## src/rtl/fifo_converter_64to32b.sv

```systemverilog
// Drains a 64-bit FWFT source FIFO into a 32-bit destination FIFO, one half per cycle.
// HI_FIRST selects which half of each 64-bit word is written first.
module fifo_converter_64to32b #(
    parameter bit HI_FIRST = 1'b1
) (
    input  logic        digiclk_i,
    input  logic        reset,
    input  logic        enable_i,
    input  logic        cnt_clr_i,
    input  logic        src_empty_i,
    input  logic [63:0] src_data_64bit_i,
    output logic        src_re_o,
    input  logic        dst_afull_i,
    output logic        dst_we_o,
    output logic [31:0] dst_data_32bit_o,
    output logic        busy_o,
    output logic [31:0] word_cnt_o
);

    typedef enum logic [1:0] {
        Idle       = 2'b00,
        SendFirst  = 2'b01,
        SendSecond = 2'b10
    } state_e;

    state_e      state_q, state_d;
    logic        enable_r;
    logic        load_ok;
    logic        load_hold;
    logic        src_re;
    logic [63:0] hold_q;
    logic [31:0] first_half, second_half;
    logic        dst_we_d;
    logic [31:0] dst_data_d;
    logic        dst_we_q;
    logic [31:0] dst_data_q;
    logic [31:0] word_cnt_q;

    assign load_ok     = enable_r & ~src_empty_i & ~dst_afull_i;
    assign first_half  = HI_FIRST ? hold_q[63:32] : hold_q[31:0];
    assign second_half = HI_FIRST ? hold_q[31:0]  : hold_q[63:32];

    // Once a word is held, SendFirst always advances to SendSecond so a pair is never split.
    always_comb begin
        state_d    = state_q;
        load_hold  = 1'b0;
        src_re     = 1'b0;
        dst_we_d   = 1'b0;
        dst_data_d = dst_data_q;
        case (state_q)
            Idle: begin
                if (load_ok) begin
                    src_re    = 1'b1;
                    load_hold = 1'b1;
                    state_d   = SendFirst;
                end
            end
            SendFirst: begin
                dst_we_d   = 1'b1;
                dst_data_d = first_half;
                state_d    = SendSecond;
            end
            SendSecond: begin
                dst_we_d   = 1'b1;
                dst_data_d = second_half;
                if (load_ok) begin
                    src_re    = 1'b1;
                    load_hold = 1'b1;
                    state_d   = SendFirst;
                end else begin
                    state_d = Idle;
                end
            end
            default: begin
                state_d = Idle;
            end
        endcase
    end

    always_ff @(posedge digiclk_i or posedge reset) begin
        if (reset) begin
            state_q    <= Idle;
            enable_r   <= 1'b0;
            hold_q     <= 64'd0;
            dst_we_q   <= 1'b0;
            dst_data_q <= 32'd0;
        end else begin
            state_q    <= state_d;
            enable_r   <= enable_i;
            dst_we_q   <= dst_we_d;
            dst_data_q <= dst_data_d;
            if (load_hold) begin
                hold_q <= src_data_64bit_i;
            end
        end
    end

    // Counts alongside the write enable register; a clear on the same edge wins.
    always_ff @(posedge digiclk_i or posedge reset) begin
        if (reset) begin
            word_cnt_q <= 32'd0;
        end else if (cnt_clr_i) begin
            word_cnt_q <= 32'd0;
        end else if (dst_we_d) begin
            word_cnt_q <= word_cnt_q + 32'd1;
        end
    end

    assign src_re_o         = src_re & ~reset;
    assign dst_we_o         = dst_we_q;
    assign dst_data_32bit_o = dst_data_q;
    assign busy_o           = (state_q != Idle);
    assign word_cnt_o       = word_cnt_q;

endmodule

```

## config.mk

```make
export PLATFORM = sky130hd
export DESIGN_NAME = fifo_converter_64to32b
export DESIGN_NICKNAME = d
export VERILOG_FILES = /design/src/rtl/fifo_converter_64to32b.sv
export SDC_FILE = /design/constraint.sdc
export NUM_CORES = 1
export LEC_CHECK = 0
export CAP_MARGIN = 20
export CORE_MARGIN = 1.5
export CORE_UTILIZATION = 50
export CTS_BUF_LIST = sky130_fd_sc_hd__clkbuf_4 sky130_fd_sc_hd__clkbuf_8
export CTS_CLUSTER_SIZE = 14
export DETAILED_ROUTE_END_ITERATION = 8
export GPL_TIMING_DRIVEN = 0
export PLACE_DENSITY = 0.8
export SLEW_MARGIN = 20
export SYNTH_ARGS = -nofsm -noshare
export SYNTH_HDL_FRONTEND = slang
export SYNTH_SLANG_ARGS = --single-unit
```

## constraint.sdc

```tcl
create_clock -name digiclk_i -period 7.3 [get_ports digiclk_i]
set_clock_uncertainty 0.2 [all_clocks]
set_input_delay 2.19 -clock digiclk_i [delete_from_list [all_inputs] [get_ports digiclk_i]]
set_output_delay 2.19 -clock digiclk_i [all_outputs]
set_load 0.01 [all_outputs]
```

==> out/metrics.yaml <==
status: "finished, final reports clean"
power_frac_comb: 0.319
row_count: 38
start_util: 0.518
synth_top_area_frac: 0.580
final_net_count: 708
grt_max_degree: 85
seqPwrFrac: 0.420
critPathCaptureType: "output pin"
startpoint_type: "input port"
whs_endpoint: "hold_q[15]"
synthDistinctLibCells: 29
required_ns: 4.91
worst_pin_slew_ns: 0.802
vias_per_cell: 5.53
track_usage: 0.249
drc: 0
peakVddDrop_mv: 0.278
worstHoldStart: "hold_q[15]"
period_needed_ns: 6.36
setup_viol: 0
rr_endpoint: "word_cnt_o[27]"
grt_pass1_wl_microns: 22500
drt_iter0_markers: 297
cts_tree: "yes"
synth_cells: 478
core_sq_mm: 0.0110
power_uw: 2810
syn-num-nets: 553
cts_setup_buffers: 0
leakagePower_uw: 0.00312
maxCapViolCount: 0
r2r_start: "state_q[1]"
port_buffers: 135
n_antenna_cell: 0
grt_pass1_vias: 4561
cp.arrival_ns: 3.97
die-area_sq_mm: 0.0120
p_int_uw: 1950
holdPathStages: 1
placed_area_sq_mm: 0.00726
antenna_found_initial: 0
synth.avg_cell_area_sq_um: 11.9
syn_area_sq_mm: 0.00569
placed_cells: 754
cts_max_path_buffers: 2
reg2reg_slack_ns: 4.54
regArea_sq_mm: 0.00330
die_y_microns: 110
synth_top_area_cell: "dfrtp_1"
synthToLayoutAreaGrowth_pct: 35.9
cts_root_buf: "clkbuf_8"
hold_slack_ns: 0.307
power_density_mw_per_mm2: 363
p_clk_frac: 0.261
place_congestion: 0.865
ys_ff_latch: 132
p_switching_uw: 860
layout_common_cells: "135 x clkdlybuf4s50_1, 132 x dfrtp_1, 66 x mux2_2"
fin_area_sq_mm: 0.00774
n_fill_cell: 814
cts_hold_buf: 0
num_vias: 4345
reg2reg_depth: 8
slew_violations: 0
clkTransAtPathRegs_ns: 0.07
ys_top_cells_by_area: "dfrtp_1 58%, mux2_2 13%, mux2i_1 5.8%"
ctsResizeCount: 0
path_class: "input port to output pin"
ys_warn_count: 0
clkLatencyLatePin_ns: 0.44
relSlewSlack: 0.465
cp_max_fo: 5
multi_input_area_sq_mm: 0.00224
overflow: 0
drtPass1Iterations: 5
drive_above_1_share: 0.175
ant_nets: 0
swShare: 0.306
ys_seq_area_frac: 0.580
hold_path_class: "flop to flop"
timing.final.crit_share: 0.872
wirelength_microns: 13600
final-hold-violation-count: 0
io_pins: 137
final_common_cell: "clkdlybuf4s50_1"
clkSinkCount: 132
dp_hpwl_microns: 9730
fin_cells: 786
htree_num_levels: 4
fp.dieW_microns: 110
fmax_mhz: 157
cts_buffers: 17
rsz0062_at_grt: "no"
wl_per_cell_microns: 17.4
-- stage by stage --
stage	TNS, ns	utilization	setup slack, ns
after global placement	-39.96	0.657	-0.309
final	0	0.704	0.937
after global routing	0	0.704	0.849
after detailed placement	0	0.661	0.914
after CTS	0	0.704	0.913
after floorplan	0	-	1.38
-- power groups by stage --
| stage | Clock, uW | Combinational, uW | Sequential (uW) |
|---|---|---|---|
| final | 734 | 895 | 1180 |
| after global routing | 781 | 985 | 1210 |
| after CTS | 746 | 907 | 1180 |
| after detailed placement | 0 | 902 | 1190 |
| after global placement | 0 | 862 | 1170 |
| after floorplan | 0 | 486 | 1190 |
-- logic make-up (layout without fill, tap and decap cells) --
group / Yosys count / in the layout / synth area share
multiplexers: 100 / 100 / 0.191
adder cells (fa/ha/maj): 5 / 5 / 0.0110
XOR/XNOR: 11 / 11 / 0.0169
AND/OR/NAND/NOR: 124 / 124 / 0.110
flip-flops: 132 / 132 / 0.580
buffers and inverters: 37 / 205 / 0.0266
AO/OA/AOI/OAI: 69 / 69 / 0.0650
-- per-layer routing --
layer	vias up	track usage	part of all wire
met5	-	0	0
met4	0	0.0937	0.022
met3	38	0.0889	0.078
met2	167	0.408	0.49
met1	2136	0.300	0.41
li1	2004	-	-
-- registers in the layout, indices dropped and copies added (netlist names) --
register          count
hold_q               64
dst_data_32bit_o     32
word_cnt_o           32
state_q               2
dst_we_o              1
enable_r              1
-- cell usage after synthesis --
| cell type | n |
|---|---|
| and4_1 | 3 |
| xnor2_1 | 4 |
| mux2_2 | 66 |
| o31ai_1 | 10 |
| and3_1 | 3 |
| a21oi_1 | 50 |
| mux2_1 | 1 |
| inv_1 | 5 |
| clkbuf_1 | 20 |
| nand3_1 | 13 |
| or3b_2 | 1 |
| nand2_1 | 15 |
| dfrtp_1 | 132 |
| nor2_1 | 49 |
| or3_1 | 7 |
| buf_2 | 10 |
| or4_1 | 12 |
| nand4_1 | 10 |
| nor4_1 | 3 |
| xor2_1 | 7 |
| mux2i_1 | 33 |
| nor3_1 | 2 |
| o21ai_0 | 9 |
| buf_1 | 2 |
| and4_2 | 1 |
| and2_1 | 1 |
| ha_1 | 5 |
| nor2b_1 | 3 |
| nor2_2 | 1 |
-- layout make-up --
class	instances	area share
plain buffers	32	0.0171
inverters	5	0.00340
clock inverters	14	0.0301
flip-flops and latches	132	0.427
multi-input cells	309	0.290
well taps	140	0.0226
repair buffers	136	0.178
clock buffers	18	0.0320
-- how the worst max path moves through the flow --
stage	startpoint	endpoint	slack [ns]	cells past startpoint
CTS	src_empty_i	src_re_o	0.91	5
global placement	reset	hold_q[51]	-0.31	2
global route	src_empty_i	src_re_o	0.85	5
detailed placement	src_empty_i	src_re_o	0.91	5
finish	src_empty_i	src_re_o	0.94	5
floorplan	reset	dst_data_32bit_o[0]	1.38	1
-- worst max-delay path, cell delays in order --
cell	delay [ns]
clkdlybuf4s50_1	0.39
or3b_2	0.46
clkbuf_1	0.16
nor3_1	0.20
clkdlybuf4s50_1	0.57
Note: power is estimated with default switching activity, not from simulation.
